==> config.mk <==
export PLATFORM = sky130hd
export DESIGN_NAME = evr_link_supervisor
export DESIGN_NICKNAME = d
export VERILOG_FILES = /design/src/rtl/evr_link_supervisor.sv
export SDC_FILE = /design/constraint.sdc
export NUM_CORES = 1
export LEC_CHECK = 0
export ABC_AREA = 1
export CAP_MARGIN = 25
export CORE_UTILIZATION = 63
export CTS_CLUSTER_SIZE = 16
export DETAILED_ROUTE_END_ITERATION = 10
export PLACE_DENSITY = 0.85
export SLEW_MARGIN = 20
export SYNTH_ARGS = -nofsm -noshare
export SYNTH_HDL_FRONTEND = slang
export SYNTH_SLANG_ARGS = --single-unit
==> constraint.sdc <==
create_clock -name sysClk -period 7.45 [get_ports sysClk]
set_input_delay 2.235 -clock sysClk [delete_from_list [all_inputs] [get_ports sysClk]]
set_output_delay 2.235 -clock sysClk [all_outputs]
set_load 0.01 [all_outputs]
==> src/rtl/evr_link_supervisor.sv <==
// Bring-up and recovery sequencer for the EVR GTY receive link: drives the wizard
// resets, qualifies the link from RX activity and retries with escalating resets.
module evr_link_supervisor #(
    parameter int RST_PULSE    = 100,
    parameter int DONE_TIMEOUT = 2_000_000,
    parameter int ACT_TIMEOUT  = 1024,
    parameter int QUAL_CYCLES  = 65536,
    parameter int MAX_RX_RETRY = 3
) (
    input  logic        sysClk,
    input  logic        reset,
    input  logic        force_reset,
    input  logic        gt_powergood,
    input  logic        tx_done,
    input  logic        rx_done,
    input  logic        bb_rx_done,
    input  logic        bb_rx_error,
    input  logic        rx_act_toggle,
    output logic        gt_reset_all,
    output logic        rx_dp_reset,
    output logic        link_up,
    output logic [2:0]  state,
    output logic [1:0]  retry_cnt,
    output logic [15:0] loss_cnt
);

    typedef enum logic [2:0] {
        HOLD      = 3'd0,
        FULL_RST  = 3'd1,
        WAIT_DONE = 3'd2,
        QUALIFY   = 3'd3,
        LINK_UP   = 3'd4,
        RX_RST    = 3'd5
    } sup_state_t;

    localparam int TMR_MAX = (DONE_TIMEOUT > RST_PULSE) ? DONE_TIMEOUT : RST_PULSE;
    localparam int TMR_W   = $clog2(TMR_MAX + 1);
    localparam int ACT_W   = $clog2(ACT_TIMEOUT + 1);
    localparam int QUAL_W  = (QUAL_CYCLES > 1) ? $clog2(QUAL_CYCLES) : 1;

    localparam logic [TMR_W-1:0]  TMR_SAT    = TMR_W'(TMR_MAX);
    localparam logic [TMR_W-1:0]  PULSE_LAST = TMR_W'(RST_PULSE - 1);
    localparam logic [TMR_W-1:0]  DONE_LAST  = TMR_W'(DONE_TIMEOUT - 1);
    localparam logic [ACT_W-1:0]  ACT_SAT    = ACT_W'(ACT_TIMEOUT);
    localparam logic [QUAL_W-1:0] QUAL_LAST  = QUAL_W'(QUAL_CYCLES - 1);
    localparam logic [1:0]        RETRY_MAX  = 2'(MAX_RX_RETRY);

    sup_state_t        state_q, next_state, escal_state;
    logic [5:0]        sync1, sync2;
    logic              pg_s, tx_done_s, rx_done_s, bb_done_s, bb_err_s, act_s;
    logic              act_d, act_edge, dead, healthy, all_done, entering;
    logic [ACT_W-1:0]  act_cnt;
    logic [TMR_W-1:0]  tmr, tmr_next;
    logic [QUAL_W-1:0] qual_cnt, qual_next;

    // Two-flop synchronizers for every asynchronous status input
    always_ff @(posedge sysClk or posedge reset) begin
        if (reset) begin
            sync1 <= '0;
            sync2 <= '0;
        end else begin
            sync1 <= {rx_act_toggle, bb_rx_error, bb_rx_done, rx_done, tx_done, gt_powergood};
            sync2 <= sync1;
        end
    end

    assign pg_s      = sync2[0];
    assign tx_done_s = sync2[1];
    assign rx_done_s = sync2[2];
    assign bb_done_s = sync2[3];
    assign bb_err_s  = sync2[4];
    assign act_s     = sync2[5];

    assign act_edge = act_s ^ act_d;
    assign dead     = (act_cnt == ACT_SAT);
    assign healthy  = !dead && !bb_err_s && bb_done_s;
    assign all_done = tx_done_s && rx_done_s && bb_done_s;

    // Activity watchdog: free-running, independent of FSM state, saturates when RX goes quiet
    always_ff @(posedge sysClk or posedge reset) begin
        if (reset) begin
            act_d   <= 1'b0;
            act_cnt <= '0;
        end else begin
            act_d <= act_s;
            if (act_edge)
                act_cnt <= '0;
            else if (!dead)
                act_cnt <= act_cnt + 1'b1;
        end
    end

    always_comb begin
        next_state  = state_q;
        tmr_next    = (tmr == TMR_SAT) ? tmr : tmr + 1'b1;
        qual_next   = qual_cnt;
        escal_state = (retry_cnt >= RETRY_MAX) ? FULL_RST : RX_RST;

        case (state_q)
            HOLD: begin
                if (pg_s)
                    next_state = FULL_RST;
            end
            FULL_RST: begin
                if (tmr == PULSE_LAST)
                    next_state = WAIT_DONE;
            end
            WAIT_DONE: begin
                if (all_done)
                    next_state = QUALIFY;
                else if (tmr == DONE_LAST)
                    next_state = escal_state;
            end
            // tmr tracks the current run of failing cycles; any healthy cycle clears it
            QUALIFY: begin
                if (healthy) begin
                    tmr_next = '0;
                    if (qual_cnt == QUAL_LAST)
                        next_state = LINK_UP;
                    else
                        qual_next = qual_cnt + 1'b1;
                end else begin
                    qual_next = '0;
                    if (tmr == DONE_LAST)
                        next_state = escal_state;
                end
            end
            LINK_UP: begin
                if (dead || bb_err_s || !rx_done_s)
                    next_state = escal_state;
            end
            RX_RST: begin
                if (tmr == PULSE_LAST)
                    next_state = WAIT_DONE;
            end
            default: next_state = HOLD;
        endcase

        // Power loss outranks a forced reset, so it is applied last
        if (force_reset)
            next_state = FULL_RST;
        if (!pg_s)
            next_state = HOLD;

        entering = (next_state != state_q) || (force_reset && pg_s);
    end

    always_ff @(posedge sysClk or posedge reset) begin
        if (reset) begin
            state_q      <= HOLD;
            tmr          <= '0;
            qual_cnt     <= '0;
            retry_cnt    <= '0;
            loss_cnt     <= '0;
            gt_reset_all <= 1'b0;
            rx_dp_reset  <= 1'b0;
            link_up      <= 1'b0;
        end else begin
            state_q  <= next_state;
            tmr      <= entering ? '0 : tmr_next;
            qual_cnt <= entering ? '0 : qual_next;

            if (entering && (next_state == FULL_RST || next_state == LINK_UP))
                retry_cnt <= '0;
            else if (entering && next_state == RX_RST && retry_cnt != 2'b11)
                retry_cnt <= retry_cnt + 1'b1;

            if (state_q == LINK_UP && next_state != LINK_UP && loss_cnt != 16'hFFFF)
                loss_cnt <= loss_cnt + 1'b1;

            // Pulses lag state entry by one cycle; gating with pg_s drops them as soon as power loss is seen
            gt_reset_all <= (state_q == FULL_RST) && pg_s;
            rx_dp_reset  <= (state_q == RX_RST) && pg_s;
            link_up      <= (next_state == LINK_UP);
        end
    end

    assign state = state_q;

endmodule
* Word-level counts from Yosys, hierarchy flattened
Index checks and enable logic that the tools add are counted.
** Word-level totals
- Output and inout bits :: 24
- Bits of input ports :: 9
- Register bits after elaboration :: 85
- Word-level logic and storage cells :: 84
** Operators by class
- Reductions and logical operators :: 24
- Bitwise operators :: 1
- Muxes and demuxes :: 22
- Add/subtract/negate cells :: 5
- Order comparisons :: 1
- Equality and inequality tests :: 19
** Operators by type and width (number)
- $mux W21 :: 4
- $mux W16 :: 4
- $eq A21 B21 Y1 const B :: 2
- $add A16 B1 Y16 const B :: 2
- $mux W3 :: 9
- $mux W11 :: 2
- $add A21 B1 Y21 const B :: 1
- $eq A21 B7 Y1 const B :: 1
- $eq A16 B16 Y1 const B :: 1
- $ne A16 B16 Y1 const B :: 1
- $pmux W3 S5 :: 1
- $eq A3 B3 Y1 const B :: 4
- $logic_and A1 B1 Y1 :: 12
- $add A11 B1 Y11 const B :: 1
- $eq A11 B11 Y1 const B :: 1
- $eq A3 B1 Y1 const B :: 2
- $eq A3 B2 Y1 const B :: 2
- $logic_or A1 B1 Y1 :: 4
- $mux W2 :: 2
- $ne A2 B2 Y1 const B :: 2
- $reduce_bool A2 Y1 :: 2
- $logic_not A1 Y1 :: 3
- $logic_not A3 Y1 :: 1
- $ne A3 B2 Y1 const B :: 1
- other kinds (7) :: 7

* Depth between registers and ports, before layout
Gate-level depths: netlist (run 1).
- Depth in word-level cells :: 14
- Depth in mapped cells :: 19
- Mapped depth without buffers :: 18

* Worst setup path before layout (run 1)
No wires, ideal clock.
- Kind :: in2reg
- Start :: in force_reset
- End :: reg loss_cnt[7]
- Data required time :: 7.322 ns
- Slack :: 4.252 ns
- Stages on the path :: 10
- Buffers on the path :: 1
- Arrival :: 3.070 ns
- Setup time :: 0.128 ns
- Cells stage by stage :: inv_1 nand2_1 inv_1 nand2_2 inv_2 nand2_2 nand2_2 buf_6 nor2_2 xor2_1
** Between the ends
- Word-level cells in the longest chain between the ends :: 5
** RTL lines
- start, declared :: line 12 : input logic force_reset,
- $mux W3 :: line 140 : if (force_reset)
- $mux W3 :: line 142 : if (!pg_s)
- named net next_state[2] :: line 48 : sup_state_t state_q, next_state, escal_state;
- $ne A3 B3 Y1 :: line 168 : if (state_q == LINK_UP && next_state != LINK_UP && loss_cnt != 16'hFFFF)
- $logic_and A1 B1 Y1 (2 in series) :: line 168
- end signal, assigned :: line 169 : loss_cnt <= loss_cnt + 1'b1;
- end, declared :: line 24 : output logic [15:0] loss_cnt
The timed path passes the listed nets, and every way through them passes these cells.
A chain may end at the register's enable or synchronous reset.

* Final worst setup path (run 1)
- Start :: in force_reset
- End :: reg tmr[3]
** Between the ends
- Word-level cells in the longest chain between the ends :: 5
- Elaborated cells between the ends (all ways) :: 6
- Those cells by class :: eq/ne (1); mux (3); reduce/logical (2)
** RTL lines
- $mux W3 :: line 140
- $mux W3 :: line 142
- $ne A3 B3 Y1 :: line 145 : entering = (next_state != state_q) || (force_reset && pg_s);
- $logic_or A1 B1 Y1 * :: line 145
- $mux W21 * :: line 160 : tmr <= entering ? '0 : tmr_next;
- end signal, assigned :: line 160
- end, declared :: line 53 : logic [TMR_W-1:0] tmr, tmr_next;
Every way passes the cells marked *; elsewhere a longest branch is shown, timed or not.

==> impl_metrics.ini, run 1 <==
[setup_path]
critPathCaptureType = register
crit_fanout = 29
required_ns = 7.69
crit_type = in2reg
critPathLaunchType = primary input
arrival_ns = 4.11

[timing]
post-route-period-util = 0.520
setup_tns_ns = 0
rsz0062_at_grt = false
setup_viol = 0
hold_slack_ns = 0.355
slew_viol_final = 0
fin_skew_ns = 0.00833
slew_headroom = 0.495
hold_viol = 0
fmax_mhz = 258
tightest_slew_ns = 0.757
min_period_ns = 3.87

[clock_network]
root_buffer = clkbuf_8
cts_htree_levels = 3
cts_made_buffers = 9
clk_latency_ns = 0.35
ctsHoldBuffers = 0
cts_tree = built
cts_resized = 0
clockBufferDepth = 2
post_cts_buffers = 0
clk_pin_slew_ns = 0.08
cts.sinks = 85

[grt]
antenna_found_initial = 0
grt_pass1_wl_mm = 15.6
overflow = 0
grtUsageTotal = 0.268
grt_max_degree = 86
grt_pass1_vias = 3520

[pwr]
finalPower_uw = 923
powerDensity_nw_per_um2 = 179
leakage_nw = 2.22
ir_worst_vdd_v = 0.000123

[synth]
synth_common_cells = nand2_1, dfrtp_1, nor2_1, inv_1, nand3_1
synth_fp_nets = 551
ys.flop_type = dfrtp_1
yosysWarnings = 0
synth_top_area_frac = 0.469
synthArstFlopShare = 1.00
ys_seq_elements = 85
yosys-top-cells-area = dfrtp_1, nand2_1, xor2_1
avgSynthCellArea_sq_um = 8.48
synth_edf_count = 0
yosysMostFrequentCell = nand2_1
synth_area_sq_um = 4540
synth.largest_area_cell = dfrtp_1
ys_seq_area_frac = 0.469
ys_types = 37
syn_inst = 535

[detailed_routing]
via_per_inst = 5.44
wl_per_cell_um = 13.6
drt-total-wl_mm = 9.14
dr.pass1.iters = 6
drc = 0
drtAntennaViolNets = 0
drt-initial-drc-count = 264
vias = 3650

[placed_design]
finalWeightedCongestion = 0.917
hpwl_mm = 6.37
portBuffers = 32

[layout]
areaGrowthSynthToFinish_pct = 13.6
fin_nets = 587
drive_gt1_frac = 0.118
n_antenna_cell = 0

[floorplanning]
die_height_um = 86.9
rows = 30
core_sq_um = 6870
boundaryPins = 33
start_util = 0.661
die_area_sq_um = 7550
die_w_um = 86.9

[job]
cap_viol_max_count = 0

[status]
status = completed

[hold_path]
min_path_type = reg2reg
worst max-delay path, stage by stage:
cell	delay, ns
clkdlybuf4s50_1	0.47
inv_1	0.06
nand2_1	0.10
inv_1	0.09
nand2_2	0.11
nand2_1	0.06
nand2_1	0.09
nand3_2	0.53
nor3_1	0.35
cell usage in the layout, fill, tap and decap left out, types with 11 or more instances in the layout:
master	Yosys	final
nor3_2	12	12
xnor2_1	11	11
dfrtp_1	85	85
a21oi_1	15	15
nor2_1	69	69
clkdlybuf4s50_1	0	32
nor3_1	33	33
inv_1	47	46
nand4_1	12	12
o21ai_0	14	14
nand2_1	94	94
nor2_2	13	13
nand3_1	38	38
xor2_1	30	30
metal layers:
layer,part of all wire,track usage
met3,0.041,0.0616
met5,0,0
met1,0.45,0.344
met2,0.50,0.457
met4,0.010,0.0758
flip-flops by register name, summed over array words and instances, names as in the netlist:
name,count
gt_reset_all,1
tmr,21
sync1,6
sync2,6
act_d,1
act_cnt,11
state,3
retry_cnt,2
qual_cnt,16
loss_cnt,16
link_up,1
rx_dp_reset,1
cell type report:
cell class | instances | area (sq um)
clock inverters | 4 | 72.6
flip-flops and latches | 85 | 2130
repair buffers | 34 | 339
clock buffers | 11 | 141
multi-input cells | 388 | 2150
inverters | 53 | 200
well taps | 96 | 120
fillers | 501 | 1710
through the flow:
stage | util | setup WS (ns) | cell area (sq um) | std cells
floorplan | - | 3.02 | 4540 | 535
global placement | 0.719 | 3.31 | 4940 | 656
detailed placement | 0.719 | 3.19 | 4940 | 656
CTS | 0.750 | 3.58 | 5150 | 671
global route | 0.750 | 3.38 | 5150 | 671
finish | 0.750 | 3.58 | 5150 | 671
where the power goes:
part | switching, mW | internal (mW) | leakage, nW | total [mW]
clock | 0.157 | 0.196 | 0.105 | 0.353
combinational | 0.0532 | 0.0313 | 0.995 | 0.0845
sequential | 0.0119 | 0.474 | 1.12 | 0.486
total | 0.222 | 0.701 | 2.22 | 0.923
cells by family (layout without fill, tap and decap cells):
group / Yosys count / in the layout / synth area share
flip-flops: 85 / 85 / 0.469
AND/OR/NAND/NOR: 299 / 299 / 0.324
buffers and inverters: 62 / 102 / 0.0579
XOR/XNOR: 41 / 41 / 0.0791
adder cells (fa/ha/maj): 7 / 7 / 0.0193
AO/OA/AOI/OAI: 41 / 41 / 0.0507
final timing paths:
check / startpoint / endpoint / slack (ns) / cells after the start
max in group asynchronous: reset / tmr[1] / 4.51 / 3
min in group asynchronous: reset / loss_cnt[0] / 2.40 / 3
worst max register to register: act_cnt[0] / tmr[3] / 4.48 / 16
worst max-delay path: force_reset / tmr[3] / 3.58 / 9
worst min register to register: sync1[5] / sync2[5] / 0.35 / 0
worst min-delay path: sync1[5] / sync2[5] / 0.35 / 0
Note: power is estimated with default switching activity, not from simulation.
==> run 2, diff against run 1 <==
--- a/config.mk
+++ b/config.mk
@@ -7,10 +7,10 @@
 export LEC_CHECK = 0
 export ABC_AREA = 1
 export CAP_MARGIN = 25
-export CORE_UTILIZATION = 63
+export CORE_UTILIZATION = 59
 export CTS_CLUSTER_SIZE = 16
 export DETAILED_ROUTE_END_ITERATION = 10
-export PLACE_DENSITY = 0.85
+export PLACE_DENSITY = 0.8
 export SLEW_MARGIN = 20
 export SYNTH_ARGS = -nofsm -noshare
 export SYNTH_HDL_FRONTEND = slang
==> constraint.sdc (replaced) <==
create_clock -name sysClk -period 3.85 [get_ports sysClk]
set_input_delay 1.155 -clock sysClk [delete_from_list [all_inputs] [get_ports sysClk]]
set_output_delay 1.155 -clock sysClk [all_outputs]
set_load 0.01 [all_outputs]
==> impl_metrics.ini, run 2 (synthesis gave the netlist of run 1 again) <==
[clock_network]
cts_resized = 0
clk_latency_ns = 0.37
clockBufferDepth = 2
cts_made_buffers = 9
root_buffer = clkbuf_8
cts_tree = built
cts.sinks = 85
clk_pin_slew_ns = 0.10
cts_htree_levels = 3
post_cts_buffers = 0
ctsHoldBuffers = 0

[grt]
antenna_found_initial = 0
grt_pass1_wl_mm = 16.0
overflow = 0
grt_max_degree = 41
grt_pass1_vias = 3650
grtUsageTotal = 0.246

[pwr]
power_frac_comb = 0.094
leakage_nw = 2.24
seq_power_share = 0.518
p_int_mw = 1.35
ir_worst_vdd_v = 0.000235
p_clk_frac = 0.388
netSwitchingPower_uw = 462
finalPower_mw = 1.81
powerDensity_nw_per_um2 = 349
p_sw_frac = 0.255

[status]
status = completed

[floorplanning]
boundaryPins = 33
core_sq_um = 7330
die_w_um = 89.7
die_height_um = 89.7
start_util = 0.619
die_area_sq_um = 8050
rows = 31

[timing]
tightest_slew_ns = 0.748
post-route-period-util = 0.715
fin_skew_ns = 0.0156
slew_headroom = 0.497
fmax_mhz = 363
slew_viol_final = 0
setup_tns_ns = 0
rsz0062_at_grt = false
setup_viol = 0
hold_viol = 0
setup_slack_ns = 1.10
min_period_ns = 2.75

[layout]
fin_area_sq_um = 5190
largest_register_ffs = 21
final_cell_mix = nand2_1, dfrtp_1, nor2_1
n_antenna_cell = 0
top_register = tmr
final_util = 0.708
areaGrowthSynthToFinish_pct = 14.4
reg.largest.list = tmr: 21 flops, loss_cnt: 16 flops, qual_cnt: 16 flops
drive_gt1_frac = 0.125
mostFrequentLayoutCell = nand2_1
fin_nets = 589

[setup_path]
arrival_ns = 3.03
crit_chain = inv_1, ha_1, inv_1, nor2_1, nand3_1, nor2_1, nor2_1, nand3_1, nand2_2, nor2_4, nor2_1, nor2_2, nand2_1, nand2_1, nand4_1, nor2_1
slowest_stage = dfrtp_1
critPathLaunchType = register
required_ns = 4.13
crit_path_max_incr_delay_ns = 0.40
critPathCaptureType = register
crit_type = reg2reg
crit_fanout = 16
path_common_cell = nor2_1

[hold_path]
min_path_type = reg2reg

[placed_design]
placed_cell_area_sq_um = 4970
pre_cts_slack_ns = 0.930
finalWeightedCongestion = 0.921
portBuffers = 32
hpwl_mm = 6.69

[detailed_routing]
dr.pass1.iters = 4
drc = 0
drt-total-wl_mm = 9.34
wl_per_cell_um = 13.8
drt-initial-drc-count = 207
drtAntennaViolNets = 0
via_per_inst = 5.46
vias = 3696

[job]
cap_viol_max_count = 0
run 2: cell types whose count changed in the layout (fill, tap and decap cells not counted), sizes merged:
cell	delta
buf	+2
clkinvlp	+1
inv	+2
clkbuf	-2
run 2: worst paths after layout:
check                      startpoint      endpoint  slack [ns]  depth (start not counted)
setup / recovery           act_cnt[0]  qual_cnt[11]        1.10                         16
hold reg to reg              sync1[2]      sync2[2]        0.34                          0
hold / removal               sync1[2]      sync2[2]        0.34                          0
setup reg to reg           act_cnt[0]  qual_cnt[11]        1.10                         16
min in group asynchronous       reset    act_cnt[9]        1.08                          2
max in group asynchronous       reset   qual_cnt[5]        2.11                          3
run 2: power groups by stage:
stage	registers [mW]	logic (mW)	clock network (mW)
floorplan	0.955	0.114	0
global placement	0.955	0.164	0
detailed placement	0.956	0.172	0
CTS	0.938	0.174	0.715
global route	0.941	0.194	0.753
finish	0.938	0.171	0.703
run 2: per-stage QoR:
step           cells  hold slack (ns)
2_1_floorplan    535            0.331
3_3_place_gp     661            0.334
3_5_place_dp     661            0.336
4_1_cts          677            0.340
5_1_grt          677            0.359
6_report         677            0.335
run 2: worst max-delay path, delay by kind of cell (launching register included):
family / cells / cell delay (ns)
AND/OR/NAND/NOR: 13 / 1.87
buffers and inverters: 2 / 0.20
flip-flops: 1 / 0.40
adder cells (fa/ha/maj): 1 / 0.20
run 2: layout make-up:
type	count	area, sq um
inverters	53	200
repair buffers	36	363
flip-flops and latches	85	2130
well taps	99	124
fillers	559	2140
clock inverters	7	97.6
clock buffers	9	124
multi-input cells	388	2150
run 2: layer usage:
metal | GRT usage | up-vias | part of all wire
met3 | 0.0431 | 19 | 0.036
met5 | 0 | - | 0
met1 | 0.309 | 1778 | 0.44
li1 | - | 1820 | -
met2 | 0.419 | 79 | 0.50
met4 | 0.104 | 0 | 0.020
